## config.mk

```make
export PLATFORM = sky130hd
export DESIGN_NAME = mesi_line_ctrl
export DESIGN_NICKNAME = d
export VERILOG_FILES = /design/src/rtl/mesi_pkg.sv /design/src/rtl/mesi_state_ram.sv /design/src/rtl/mesi_line_ctrl.sv
export SDC_FILE = /design/constraint.sdc
export NUM_CORES = 1
export LEC_CHECK = 0
export ABC_AREA = 1
export BUFFER_PORTS_ARGS = -buffer_cell sky130_fd_sc_hd__buf_2
export CAP_MARGIN = 10
export CELL_PAD_IN_SITES_DETAIL_PLACEMENT = 1
export CELL_PAD_IN_SITES_GLOBAL_PLACEMENT = 1
export CORE_MARGIN = 2
export CORE_UTILIZATION = 28
export DETAILED_ROUTE_END_ITERATION = 12
export PLACE_DENSITY = 0.6
export RECOVER_POWER = 50
export SLEW_MARGIN = 40
export SYNTH_ARGS = -nofsm -noshare
export SYNTH_HDL_FRONTEND = slang
export SYNTH_SLANG_ARGS = --single-unit
```

## constraint.sdc

```tcl
create_clock -name clk_i -period 4.96 [get_ports clk_i]
set_clock_uncertainty 0.05 [all_clocks]
set_input_delay 0.248 -clock clk_i [delete_from_list [all_inputs] [get_ports clk_i]]
set_output_delay 0.248 -clock clk_i [all_outputs]
set_load 0.01 [all_outputs]
```

## src/rtl/mesi_pkg.sv

```systemverilog
// Shared types for the MESI line controller: line states, bus ops, FSM states
// and the snoop state-transition function.
package mesi_pkg;

    typedef enum logic [1:0] {
        MESI_I = 2'd0,
        MESI_M = 2'd1,
        MESI_S = 2'd2,
        MESI_E = 2'd3
    } mesi_state_t;

    typedef enum logic [1:0] {
        BUS_RD   = 2'd0,
        BUS_RDX  = 2'd1,
        BUS_UPGR = 2'd2
    } bus_op_t;

    typedef enum logic [1:0] {
        FSM_IDLE    = 2'd0,
        FSM_WB      = 2'd1,
        FSM_BUS_REQ = 2'd2,
        FSM_DONE    = 2'd3
    } fsm_state_t;

    typedef struct packed {
        mesi_state_t state;
        logic        flush;
    } snoop_res_t;

    // New local state after observing a remote op; flush marks a dirty supply.
    function automatic snoop_res_t next_state_snoop(input mesi_state_t st, input bus_op_t op);
        snoop_res_t r;
        r.state = st;
        r.flush = 1'b0;
        if (st != MESI_I) begin
            case (op)
                BUS_RD: begin
                    r.flush = (st == MESI_M);
                    r.state = MESI_S;
                end
                BUS_RDX: begin
                    r.flush = (st == MESI_M);
                    r.state = MESI_I;
                end
                BUS_UPGR: r.state = MESI_I;
                default:  r.state = st;
            endcase
        end
        return r;
    endfunction

endpackage

```

## src/rtl/mesi_state_ram.sv

```systemverilog
// Per-line MESI state storage: two combinational read ports, CPU and snoop
// write ports; the snoop write wins when both target the same line.
module mesi_state_ram
    import mesi_pkg::*;
#(
    parameter  int unsigned NUM_LINES = 16,
    localparam int unsigned IDX_W     = $clog2(NUM_LINES)
) (
    input  logic              clk_i,
    input  logic              rst_ni,
    input  logic [IDX_W-1:0]  cpu_ridx_i,
    output mesi_state_t       cpu_rstate_o,
    input  logic [IDX_W-1:0]  snp_ridx_i,
    output mesi_state_t       snp_rstate_o,
    input  logic              cpu_we_i,
    input  logic [IDX_W-1:0]  cpu_widx_i,
    input  mesi_state_t       cpu_wstate_i,
    input  logic              snp_we_i,
    input  logic [IDX_W-1:0]  snp_widx_i,
    input  mesi_state_t       snp_wstate_i
);

    mesi_state_t state_q [NUM_LINES];

    assign cpu_rstate_o = state_q[cpu_ridx_i];
    assign snp_rstate_o = state_q[snp_ridx_i];

    // Snoop write is issued last so it overrides a same-index CPU write.
    always_ff @(posedge clk_i) begin
        if (!rst_ni) begin
            for (int unsigned i = 0; i < NUM_LINES; i++) begin
                state_q[i] <= MESI_I;
            end
        end else begin
            if (cpu_we_i) state_q[cpu_widx_i] <= cpu_wstate_i;
            if (snp_we_i) state_q[snp_widx_i] <= snp_wstate_i;
        end
    end

endmodule

```

## src/rtl/mesi_line_ctrl.sv

```systemverilog
// Per-core MESI coherence controller: sequences CPU hits/misses over a
// snooping bus, writes back dirty victims and services remote snoops.
module mesi_line_ctrl
    import mesi_pkg::*;
#(
    parameter  int unsigned NUM_LINES = 16,
    localparam int unsigned IDX_W     = $clog2(NUM_LINES)
) (
    input  logic              clk_i,
    input  logic              rst_ni,
    input  logic              cpu_req_valid_i,
    output logic              cpu_req_ready_o,
    input  logic [IDX_W-1:0]  cpu_req_idx_i,
    input  logic              cpu_req_we_i,
    input  logic              cpu_hit_i,
    output logic              cpu_done_o,
    output logic              cpu_rden_o,
    output logic              wb_valid_o,
    input  logic              wb_ready_i,
    output logic [IDX_W-1:0]  wb_idx_o,
    output logic              bus_req_valid_o,
    output logic [1:0]        bus_req_op_o,
    output logic [IDX_W-1:0]  bus_req_idx_o,
    input  logic              bus_gnt_i,
    input  logic              bus_shared_i,
    input  logic              snoop_valid_i,
    input  logic [1:0]        snoop_op_i,
    input  logic [IDX_W-1:0]  snoop_idx_i,
    input  logic              snoop_hit_i,
    output logic              snoop_shared_o,
    output logic              snoop_flush_o,
    output logic [1:0]        line_state_o
);

    fsm_state_t       fsm_q, fsm_d;
    logic [IDX_W-1:0] idx_q, idx_d;
    bus_op_t          op_q, op_d;

    mesi_state_t      cpu_st, snp_st, cpu_wst;
    logic             cpu_we;
    logic [IDX_W-1:0] cpu_widx;
    snoop_res_t       snp_res;
    bus_op_t          snoop_op;
    logic             snp_upd, snp_on_req, snp_on_cpu, cpu_live, collision;

    mesi_state_ram #(.NUM_LINES(NUM_LINES)) u_ram (
        .clk_i        (clk_i),
        .rst_ni       (rst_ni),
        .cpu_ridx_i   (cpu_req_idx_i),
        .cpu_rstate_o (cpu_st),
        .snp_ridx_i   (snoop_idx_i),
        .snp_rstate_o (snp_st),
        .cpu_we_i     (cpu_we),
        .cpu_widx_i   (cpu_widx),
        .cpu_wstate_i (cpu_wst),
        .snp_we_i     (snp_upd),
        .snp_widx_i   (snoop_idx_i),
        .snp_wstate_i (snp_res.state)
    );

    assign snoop_op   = bus_op_t'(snoop_op_i);
    assign snp_upd    = snoop_valid_i & snoop_hit_i & (snp_st != MESI_I);
    assign snp_res    = next_state_snoop(snp_st, snoop_op);
    assign snp_on_req = snp_upd & (snoop_idx_i == idx_q);
    assign snp_on_cpu = snp_upd & (snoop_idx_i == cpu_req_idx_i);
    assign cpu_live   = cpu_hit_i & (cpu_st != MESI_I);
    // A write hit racing a snoop on its own line is refused and retried next cycle.
    assign collision  = cpu_req_we_i & cpu_live & snp_on_cpu;

    assign snoop_shared_o  = snp_upd;
    assign snoop_flush_o   = snp_upd & snp_res.flush;
    assign line_state_o    = cpu_st;
    assign cpu_req_ready_o = (fsm_q == FSM_IDLE) & ~collision;
    assign cpu_done_o      = (fsm_q == FSM_DONE);
    assign wb_valid_o      = (fsm_q == FSM_WB);
    assign wb_idx_o        = idx_q;
    assign bus_req_valid_o = (fsm_q == FSM_BUS_REQ);
    assign bus_req_op_o    = op_q;
    assign bus_req_idx_o   = idx_q;
    assign cpu_rden_o      = bus_req_valid_o & bus_gnt_i & (op_q != BUS_UPGR);

    always_ff @(posedge clk_i) begin
        if (!rst_ni) begin
            fsm_q <= FSM_IDLE;
            idx_q <= '0;
            op_q  <= BUS_RD;
        end else begin
            fsm_q <= fsm_d;
            idx_q <= idx_d;
            op_q  <= op_d;
        end
    end

    always_comb begin
        fsm_d    = fsm_q;
        idx_d    = idx_q;
        op_d     = op_q;
        cpu_we   = 1'b0;
        cpu_widx = idx_q;
        cpu_wst  = MESI_I;
        case (fsm_q)
            FSM_IDLE: begin
                if (cpu_req_valid_i && cpu_req_ready_o) begin
                    idx_d = cpu_req_idx_i;
                    op_d  = cpu_req_we_i ? BUS_RDX : BUS_RD;
                    if (cpu_live) begin
                        if (!cpu_req_we_i || cpu_st == MESI_M) begin
                            fsm_d = FSM_DONE;
                        end else if (cpu_st == MESI_E) begin
                            cpu_we   = 1'b1;
                            cpu_widx = cpu_req_idx_i;
                            cpu_wst  = MESI_M;
                            fsm_d    = FSM_DONE;
                        end else begin
                            op_d  = BUS_UPGR;
                            fsm_d = FSM_BUS_REQ;
                        end
                    end else if (cpu_st == MESI_M && !snp_on_cpu) begin
                        fsm_d = FSM_WB;
                    end else begin
                        fsm_d = FSM_BUS_REQ;
                    end
                end
            end
            FSM_WB: begin
                // A snoop on the victim always takes it out of M; the writeback is moot.
                if (wb_ready_i) begin
                    cpu_we = 1'b1;
                    fsm_d  = FSM_BUS_REQ;
                end else if (snp_on_req) begin
                    fsm_d = FSM_BUS_REQ;
                end
            end
            FSM_BUS_REQ: begin
                if (bus_gnt_i) begin
                    cpu_we  = 1'b1;
                    cpu_wst = (op_q != BUS_RD) ? MESI_M
                            : (bus_shared_i ? MESI_S : MESI_E);
                    fsm_d   = FSM_DONE;
                end else if (op_q == BUS_UPGR && snp_on_req &&
                             (snoop_op == BUS_RDX || snoop_op == BUS_UPGR)) begin
                    op_d = BUS_RDX;
                end
            end
            FSM_DONE: fsm_d = FSM_IDLE;
            default:  fsm_d = FSM_IDLE;
        endcase
    end

    a_no_snoop_with_gnt: assert property (@(posedge clk_i) disable iff (!rst_ni)
        !(snoop_valid_i && bus_gnt_i));
    a_no_upgr_on_owner: assert property (@(posedge clk_i) disable iff (!rst_ni)
        !(snp_upd && snoop_op == BUS_UPGR && (snp_st == MESI_M || snp_st == MESI_E)));

endmodule
```

==> results.json, run 1 <==
{
  "ys_warn_count": 0,
  "cts_setup_buffers": 0,
  "cts-buffers-inserted": 5,
  "clock_latency_ns": 0.30,
  "initial_utilization_pct": 28.9,
  "slew_violations": 0,
  "port_buffers": 38,
  "hold_path_class": "primary input to register",
  "finalNonFillerCells": 850,
  "synth_flop_cell": "edfxtp_1",
  "cp-start-kind": "primary input",
  "place_ws_ns": 1.18,
  "vias_per_cell": 4.91,
  "finalSetupViolations": 0,
  "place_inst": 842,
  "globalRouteOverflowTotal": 0,
  "tightest_slew_ns": 0.866,
  "drt_iter0_markers": 318,
  "vdd_drop_max_mv": 0.128,
  "routed_wl_um": 14500,
  "gp_congestion": 0.831,
  "clockBufferDepth": 2,
  "grt_pass1_vias": 4189,
  "p_total_mw": 1.48,
  "antenna_found_initial": 0,
  "vias": 4176,
  "power_frac_clock_pct": 26.2,
  "critPathMaxFanout": 26,
  "clk_pin_slew_ns": 0.06,
  "grtUsageTotal_pct": 20.3,
  "wl_per_cell_um": 17.0,
  "hold_ws_ns": 0.280,
  "final_nets": 701,
  "chipWidth_um": 121,
  "required_ns": 4.87,
  "antennaDiodeCount": 0,
  "worst_slack_ns": 1.01,
  "hold_violations": 0,
  "core_um2": 13300,
  "cts_root_buf": "clkbuf_16",
  "cts-resized-gates": 0,
  "syn2layout_area_growth_pct": 11.3,
  "endpoint_kind": "register",
  "avgSynthCellArea_um2": 5.91,
  "drv_cap": 0,
  "die_area_um2": 14700,
  "p_int_uw": 810,
  "p_sw_share_pct": 45.2,
  "seqPwrFrac_pct": 29.8,
  "synthesis.area_um2": 3860,
  "layout_min_cycle_time_ns": 3.95,
  "crit_type": "primary input to register",
  "hold_buffers": 0,
  "power_switching_uw": 667,
  "final_core_util_pct": 32.2,
  "h-tree-depth": 2,
  "ios": 39,
  "rows": 42,
  "layout_common_cells": "nand2_1 (284), inv_1 (80), nor2_1 (61), nand3_1 (53), edfxtp_1 (32)",
  "hold_depth": 3,
  "dr.pass1.iters": 4,
  "synth-edff-count": 32,
  "cts.sinks": 40,
  "p_comb_share_pct": 44.0,
  "max_freq_mhz": 253,
  "reg2reg_depth": 13,
  "worstPathArrival_ns": 3.87,
  "ys_seq_area_share_pct": 29.1,
  "tritoncts": "built",
  "syn_inst": 652,
  "fin_area_um2": 4290,
  "dp_hpwl_um": 11600,
  "power_per_cell_area_nw_per_um2": 344,
  "rsz0062_at_grt": "false",
  "setup-tns-final_ns": 0,
  "synth_cell_types": 32,
  "fp.dieH_um": 121,
  "finalCritPeriodShare_pct": 79.7,
  "placed_area_um2": 4150,
  "max-slew-margin-rel_pct": 42.3,
  "synthArstFlopShare_pct": 0,
  "ant_nets": 0,
  "grt_pass1_wl_um": 23000,
  "grt_max_degree": 27,
  "synth_fp_nets": 680,
  "p_leak_nw": 2.21,
  "final_common_cell": "nand2_1",
  "status": "finished clean",
  "ys_ff_latch": 40,
  "drive_gt1_share_pct": 7.72,
  "drc": 0
}
-- routing by layer --
layer / vias to the layer above / share of wire [%] / track usage (%)
met4: 0 / 1.4 / 4.81
met1: 1983 / 52 / 30.4
met5: - / 0 / 0
met2: 81 / 43 / 31.1
met3: 17 / 3.3 / 2.35
li1: 2095 / - / -
-- worst max-delay path, cell delays in order --
cell and delay, ns:
clkbuf_1 0.63, inv_2 0.30, nand2_1 0.12, nand2_1 0.06, nand2_1 0.06, nand3_1 0.08, nand3_1 0.11, nand2_1 0.26
nor2_1 0.27, nor2_4 0.09, nand3_1 0.12, nand4_2 0.17, a21oi_4 0.62, nand3_1 0.33, o21ai_0 0.39
-- power by group through the flow --
stage | sequential [mW] | clock (mW) | combinational [mW]
4_1_cts | 0.438 | 0.393 | 0.665
2_1_floorplan | 0.431 | 0 | 0.473
6_report | 0.440 | 0.387 | 0.650
5_1_grt | 0.445 | 0.403 | 0.732
3_3_place_gp | 0.445 | 0 | 0.650
3_5_place_dp | 0.446 | 0 | 0.663
-- state kept, by name, indices dropped and copies added, names as in the netlist --
register,flops
bus_req_idx_o,4
u_ram.state_q,32
fsm_q,2
bus_req_op_o,2
-- path summary, 6_finish.rpt --
| check | start | end | slack, ns |
|---|---|---|---|
| setup / recovery | cpu_req_idx_i[0] | u_ram.state_q[6][0]$_DFFE_PP_ | 1.01 |
| hold / removal | cpu_req_idx_i[1] | bus_req_idx_o[1]$_SDFFE_PN0P_ | 0.28 |
| setup reg to reg | u_ram.state_q[9][0]$_DFFE_PP_ | u_ram.state_q[6][0]$_DFFE_PP_ | 1.44 |
| hold reg to reg | bus_req_op_o[1]$_SDFFE_PN0P_ | bus_req_op_o[1]$_SDFFE_PN0P_ | 0.50 |
-- cell families (layout without fill, tap and decap cells) --
logic type / count (synthesis) / in the layout / share of synthesized area [%]
adder cells (fa/ha/maj): 8 / 8 / 2.60
AO/OA/AOI/OAI: 46 / 46 / 6.46
flip-flops: 40 / 40 / 29.1
XOR/XNOR: 2 / 2 / 0.454
multiplexers: 1 / 1 / 0.260
buffers and inverters: 110 / 132 / 11.8
AND/OR/NAND/NOR: 445 / 445 / 49.3
-- synth_stat cells (2+ instances only) --
master | instances | area, um^2
buf_2 | 11 | 55.1
o21ai_0 | 31 | 155
nor2_2 | 3 | 18.8
nand3_1 | 53 | 265
nand4_1 | 24 | 150
nor2_1 | 60 | 225
nand3b_1 | 3 | 22.5
nand2_2 | 5 | 31.3
edfxtp_1 | 32 | 961
a21oi_1 | 10 | 50.1
nand2_1 | 283 | 1060
inv_2 | 4 | 15.0
buf_4 | 6 | 45.0
dfxtp_1 | 8 | 160
inv_1 | 79 | 297
o22ai_1 | 2 | 12.5
clkbuf_1 | 8 | 30.0
ha_1 | 8 | 100
nor2_4 | 5 | 56.3
nor3_1 | 5 | 25.0
-- cell type report --
type / instances / area [um^2]
Fill cell: 1830 / 9050
Multi-Input combinational cell: 502 / 2280
Sequential cell: 40 / 1120
Inverter: 84 / 315
Tap cell: 176 / 220
Timing Repair Buffer: 40 / 185
Clock buffer: 5 / 125
Clock inverter: 3 / 46.3
Power figures use the tool's default switching activity.
==> run 2, diff against run 1 <==
--- a/config.mk
+++ b/config.mk
@@ -5,7 +5,7 @@
 export SDC_FILE = /design/constraint.sdc
 export NUM_CORES = 1
 export LEC_CHECK = 0
-export ABC_AREA = 1
+export ABC_AREA = 0
 export BUFFER_PORTS_ARGS = -buffer_cell sky130_fd_sc_hd__buf_2
 export CAP_MARGIN = 10
 export CELL_PAD_IN_SITES_DETAIL_PLACEMENT = 1
@@ -13,7 +13,7 @@
 export CORE_MARGIN = 2
 export CORE_UTILIZATION = 28
 export DETAILED_ROUTE_END_ITERATION = 12
-export PLACE_DENSITY = 0.6
+export PLACE_DENSITY = 0.57
 export RECOVER_POWER = 50
 export SLEW_MARGIN = 40
 export SYNTH_ARGS = -nofsm -noshare
==> constraint.sdc (replaced) <==
create_clock -name clk_i -period 3.35 [get_ports clk_i]
set_clock_uncertainty 0.05 [all_clocks]
set_input_delay 0.1675 -clock clk_i [delete_from_list [all_inputs] [get_ports clk_i]]
set_output_delay 0.1675 -clock clk_i [all_outputs]
set_load 0.01 [all_outputs]
==> run 2 against run 1 <==
Clock-buffer cell count stayed put. First-iteration DRC count is 19% lower. Critical path depth is 7 lower. Die area is 4.9% lower. Critical endpoint is now u_ram.state_q[7][1]$_DFFE_PP_. Cell area is 5.0% lower. Non-clock buffer count is 17 higher. Sequential power is 45% higher. Area after synthesis is 5.0% lower.
==> results.json, run 2 <==
{
  "hold_violations": 0,
  "synth_flop_cell": "edfxtp_1",
  "rsz0062_at_grt": "false",
  "synth_cell_types": 63,
  "port_buffers": 38,
  "p_leak_nw": 1.35,
  "layout_min_cycle_time_ns": 2.99,
  "synthArstFlopShare_pct": 0,
  "crit_type": "register to register",
  "worstPathArrival_ns": 2.92,
  "vdd_drop_max_mv": 0.198,
  "chipWidth_um": 118,
  "rows": 41,
  "cp-start-kind": "register",
  "power_per_cell_area_nw_per_um2": 427,
  "met2_usage_pct": 30.2,
  "reg2reg_depth": 8,
  "critPathLaunch": "u_ram.state_q[5][0]$_DFFE_PP_",
  "antenna_found_initial": 0,
  "max-slew-margin-rel_pct": 46.0,
  "finalSetupViolations": 0,
  "cp_cell_sequence": "mux4_1, mux2i_1, mux2i_1, nand3_1, nor2_4, a41oi_2, buf_4, o211ai_1",
  "globalRouteMet3Util_pct": 3.33,
  "crit_top_cell": "mux2i_1",
  "status": "finished clean",
  "ys_top_cells_by_count": "nor2_1 (38), edfxtp_1 (32), nand2_1 (27)",
  "regToRegSetupSlack_ns": 0.36,
  "final_common_cell": "nor2_1",
  "drive_gt1_share_pct": 19.9,
  "ant_nets": 0,
  "synth_top_area_cell": "edfxtp_1",
  "largest-register": "u_ram.state_q",
  "final_nets": 440,
  "gp_congestion": 0.830,
  "dp_hpwl_um": 9670,
  "cts.sinks": 40,
  "grt-busiest-layer": "met2",
  "grt_max_degree": 35,
  "ios": 39,
  "drt_iter0_markers": 256,
  "cts_setup_buffers": 0,
  "ys_warn_count": 0,
  "synthesis.area_um2": 3660,
  "clock_latency_ns": 0.29,
  "h-tree-depth": 2,
  "endpoint_kind": "register",
  "clk_pin_slew_ns": 0.07,
  "clockBufferDepth": 2,
  "die_area_um2": 14000,
  "ys_ff_latch": 40,
  "syn2layout_area_growth_pct": 11.4,
  "largest_reg_flops": 32,
  "globalRouteOverflowTotal": 0,
  "dr.pass1.iters": 4,
  "vias_per_cell": 5.50,
  "syn_inst": 382,
  "hold_end": "bus_req_op_o[0]$_SDFFE_PN0P_",
  "antennaDiodeCount": 0,
  "p_total_mw": 1.74,
  "synth_fp_nets": 410,
  "required_ns": 3.28,
  "grtUsageTotal_pct": 18.1,
  "core_um2": 12700,
  "wl_per_cell_um": 21.2,
  "fp.dieH_um": 118,
  "critPathTopFamily": "multiplexers",
  "slowest_delay_ns": 0.52,
  "vias": 3217,
  "r2r-start": "u_ram.state_q[5][0]$_DFFE_PP_",
  "avgSynthCellArea_um2": 9.59,
  "grt_pass1_vias": 3351,
  "yosysMostFrequentCell": "nor2_1",
  "synth_top_cell_area_share_pct": 26.2,
  "cp.buffers_inverters": 1,
  "setup-tns-final_ns": 0,
  "drv_cap": 0,
  "seq_area_um2": 1120,
  "initial_utilization_pct": 28.9,
  "tritoncts": "built",
  "drc": 0,
  "synth-edff-count": 32,
  "hold_depth": 3,
  "max_freq_mhz": 334,
  "ys_seq_area_share_pct": 30.6,
  "cts-buffers-inserted": 5,
  "cts_root_buf": "clkbuf_16",
  "multi_input_area_um2": 2260,
  "finalCritPeriodShare_pct": 89.3,
  "hold_start": "cpu_req_we_i",
  "cp_slowest_cell": "mux2i_1",
  "fillCellCount": 1512,
  "cp.depth": 8,
  "hold_buffers": 0,
  "layout_common_cells": "nor2_1 (38), edfxtp_1 (32), nand2_1 (27), o31ai_1 (26), buf_2 (22)",
  "r2r_end": "u_ram.state_q[7][1]$_DFFE_PP_",
  "critPathMaxFanout": 12,
  "synth.area.top_cells": "edfxtp_1 (26%), mux4_2 (8.0%), o31ai_1 (5.3%)",
  "slew_violations": 0,
  "use_met1_pct": 23.5,
  "tightest_slew_ns": 0.810,
  "grt_pass1_wl_um": 19400,
  "hold_path_class": "primary input to register",
  "cts-resized-gates": 0,
  "routed_wl_um": 12400
}
-- run 2: cell types whose count changed after synthesis, moves of 10 or more --
cell	before	now
nand2b_1	0	16
inv_1	79	12
o21ai_0	31	4
nand3_1	53	18
o31ai_1	0	26
nand2_1	283	27
mux2i_1	1	12
mux4_2	0	13
o211ai_1	1	16
nor2b_1	0	10
nor2_1	60	38
-- run 2: worst min-delay path, delay by kind of cell --
family	cells	cell delay (ns)
buffers and inverters	1	0.12
AND/OR/NAND/NOR	1	0.12
AO/OA/AOI/OAI	1	0.09
-- run 2: stage by stage --
stage	instances	utilization, %	hold WS, ns	area, um^2	setup WS (ns)
after detailed placement	577	31.5	0.465	4000	0.167
after floorplan	382	-	0.328	3660	0.789
after global routing	585	32.2	0.250	4080	0.0913
after CTS	585	32.7	0.207	4140	0.330
final	585	32.2	0.209	4080	0.358
after global placement	577	31.5	0.456	4000	0.197
-- run 2: final cells by class --
cell class,instances,area share (%)
Multi-Input combinational cell,296,55.4
Sequential cell,40,27.5
Timing Repair Buffer,57,7.27
Tap cell,172,5.27
Clock buffer,5,3.07
Inverter,12,1.10
Clock inverter,3,0.460
-- run 2: kinds of logic after synthesis --
kind of cell	Yosys count	share of synthesized area, %
AND/OR/NAND/NOR	159	24.3
adder cells (fa/ha/maj)	8	2.73
AO/OA/AOI/OAI	94	20.6
buffers and inverters	46	7.11
multiplexers	27	12.7
flip-flops	40	30.6
XOR/XNOR	8	1.91
-- run 2: worst max-delay path by stage --
| stage | slack (ns) | end |
|---|---|---|
| after CTS | 0.33 | u_ram.state_q[7][1]$_DFFE_PP_ |
| after detailed placement | 0.17 | u_ram.state_q[5][0]$_DFFE_PP_ |
| after floorplan | 0.79 | u_ram.state_q[4][0]$_DFFE_PP_ |
| after global routing | 0.09 | u_ram.state_q[5][1]$_DFFE_PP_ |
| after global placement | 0.20 | u_ram.state_q[5][0]$_DFFE_PP_ |
| final | 0.36 | u_ram.state_q[7][1]$_DFFE_PP_ |
-- run 2: where the power goes --
part           internal [mW]  total [mW]  switching (mW)
clock                  0.274       0.489           0.215
combinational          0.238       0.614           0.377
sequential             0.580       0.639          0.0586
total                   1.09        1.74           0.651
-- run 2: routing by layer --
layer  vias to the layer above  wire length, um
met3                        18              729
met1                      1594             5390
met2                        89             5970
met5                         -                0
met4                         0              302
li1                       1516                -
==> run 3, diff against run 2 <==
--- a/config.mk
+++ b/config.mk
@@ -8,12 +8,11 @@
 export ABC_AREA = 0
 export BUFFER_PORTS_ARGS = -buffer_cell sky130_fd_sc_hd__buf_2
 export CAP_MARGIN = 10
-export CELL_PAD_IN_SITES_DETAIL_PLACEMENT = 1
-export CELL_PAD_IN_SITES_GLOBAL_PLACEMENT = 1
+export CORE_ASPECT_RATIO = 0.6
 export CORE_MARGIN = 2
 export CORE_UTILIZATION = 28
 export DETAILED_ROUTE_END_ITERATION = 12
-export PLACE_DENSITY = 0.57
+export PLACE_DENSITY = 0.48
 export RECOVER_POWER = 50
 export SLEW_MARGIN = 40
 export SYNTH_ARGS = -nofsm -noshare
==> run 3 against run 2 <==
Clock power rose by 13%. Final cell count fell by 1.9%. Power increased by 3.6%. Die area grew 0.21%. Utilization decreased by 0.75 points. Maximum frequency decreased by 4.5%. Flip-flop and latch count unchanged. Largest power group unchanged. Largest cell class unchanged. Register-to-register slack worse by 0.14 ns. Routed wire length decreased by 0.19%.
==> results.json, run 3 (synthesis results as in run 2) <==
{
  "status": "finished clean",
  "vdd_drop_max_mv": 0.139,
  "drive_gt1_share_pct": 18.3,
  "cts.sinks": 40,
  "vias": 3316,
  "vias_per_cell": 5.78,
  "hold_violations": 0,
  "rows": 32,
  "port_buffers": 38,
  "wl_per_cell_um": 21.5,
  "slew_violations": 0,
  "layout_common_cells": "nor2_1 (38), edfxtp_1 (32), nand2_1 (28), o31ai_1 (26), buf_2 (22)",
  "slowest_delay_ns": 0.53,
  "drt_iter0_markers": 384,
  "cp-start-kind": "register",
  "setup-tns-final_ns": 0,
  "max-slew-margin-rel_pct": 46.0,
  "drv_cap": 0,
  "grt_pass1_vias": 3104,
  "cts-resized-gates": 0,
  "dp_hpwl_um": 9650,
  "syn2layout_area_growth_pct": 10.0,
  "layout_min_cycle_time_ns": 3.13,
  "cts-buffers-inserted": 5,
  "power_per_cell_area_nw_per_um2": 448,
  "gp_congestion": 0.852,
  "p_leak_nw": 1.33,
  "hold_ws_ns": 0.219,
  "initial_utilization_pct": 28.6,
  "chipWidth_um": 152,
  "clk_pin_slew_ns": 0.06,
  "largest-register": "u_ram.state_q",
  "critPathTopFamily": "compound AO/OA/AOI/OAI gates",
  "die_area_um2": 14000,
  "fp.dieH_um": 92.6,
  "finalCritPeriodShare_pct": 93.5,
  "ios": 39,
  "routed_wl_um": 12400,
  "globalRouteOverflowTotal": 0,
  "cp_slowest_cell": "o21ai_2",
  "h-tree-depth": 2,
  "critPathMaxFanout": 12,
  "antennaDiodeCount": 0,
  "largest_reg_flops": 32,
  "hold_path_class": "primary input to register",
  "dr.pass1.iters": 5,
  "rsz0062_at_grt": "false",
  "core_um2": 12800,
  "max_freq_mhz": 319,
  "tritoncts": "built",
  "cts_setup_buffers": 0,
  "place_inst": 566,
  "drc": 0,
  "tightest_slew_ns": 0.810,
  "grtUsageTotal_pct": 18.2,
  "clock_latency_ns": 0.29,
  "clockBufferDepth": 2,
  "crit_type": "register to register",
  "finalSetupViolations": 0,
  "final_nets": 431,
  "ant_nets": 0,
  "endpoint_kind": "register",
  "grt_pass1_wl_um": 18700,
  "cp.buffers_inverters": 1,
  "cts_root_buf": "clkbuf_16",
  "cp_cell_sequence": "mux4_2, nand3_1, nand4_1, o21ai_2, nand2_1, mux2i_1, clkbuf_2, o211ai_1",
  "final_common_cell": "nor2_1",
  "antenna_found_initial": 0,
  "hold_buffers": 0,
  "worstPathArrival_ns": 3.05,
  "finalNonFillerCells": 574,
  "required_ns": 3.27,
  "grt_max_degree": 23
}
run 3: worst paths after layout:
path                                        end  slack, ns                      startpoint  depth (start not counted)
hold / removal     bus_req_op_o[0]$_SDFFE_PN0P_       0.22                    cpu_req_we_i                          3
hold reg to reg           fsm_q[0]$_SDFFE_PN0P_       0.47           fsm_q[0]$_SDFFE_PN0P_                          2
setup reg to reg  u_ram.state_q[1][0]$_DFFE_PP_       0.22  u_ram.state_q[15][0]$_DFFE_PP_                          8
setup / recovery  u_ram.state_q[1][0]$_DFFE_PP_       0.22  u_ram.state_q[15][0]$_DFFE_PP_                          8
run 3: where the power goes:
group          switching (mW)  internal [mW]  total (mW)
combinational           0.371          0.229       0.601
sequential             0.0683          0.581       0.649
clock                   0.208          0.347       0.555
total                   0.648           1.16        1.80
run 3: layout make-up:
cell class / count / area, um^2
inverter: 12 / 45.0
sequential: 40 / 1120
timing repair buffer: 48 / 229
tap: 170 / 213
multi-input combinational: 296 / 2260
clock buffer: 5 / 125
fill: 1366 / 8780
clock inverter: 3 / 37.5
run 3: layer usage:
layer  vias up  track usage, %  share of wire (%)
met5         -               0                  0
met4         0            3.32               0.65
met3         8            5.17                 11
met2       157            22.6                 37
met1      1650            29.9                 51
li1       1501               -                  -
run 3: metrics by stage:
stage	instance area (um^2)	power (mW)	setup slack, ns	utilization (%)
3_3_place_gp	3930	1.27	0.256	30.6
4_1_cts	4090	1.83	0.306	31.9
2_1_floorplan	3660	1.09	0.789	-
6_report	4030	1.80	0.217	31.5
3_5_place_dp	3930	1.27	0.187	30.6
5_1_grt	4030	1.89	0.0418	31.5
run 3: worst reg2reg max path: stages, from the launching register on:
cell and delay, ns:
edfxtp_1 0.46, mux4_2 0.50, nand3_1 0.11, nand4_1 0.25
o21ai_2 0.53, nand2_1 0.21, mux2i_1 0.16, clkbuf_2 0.22
o211ai_1 0.33
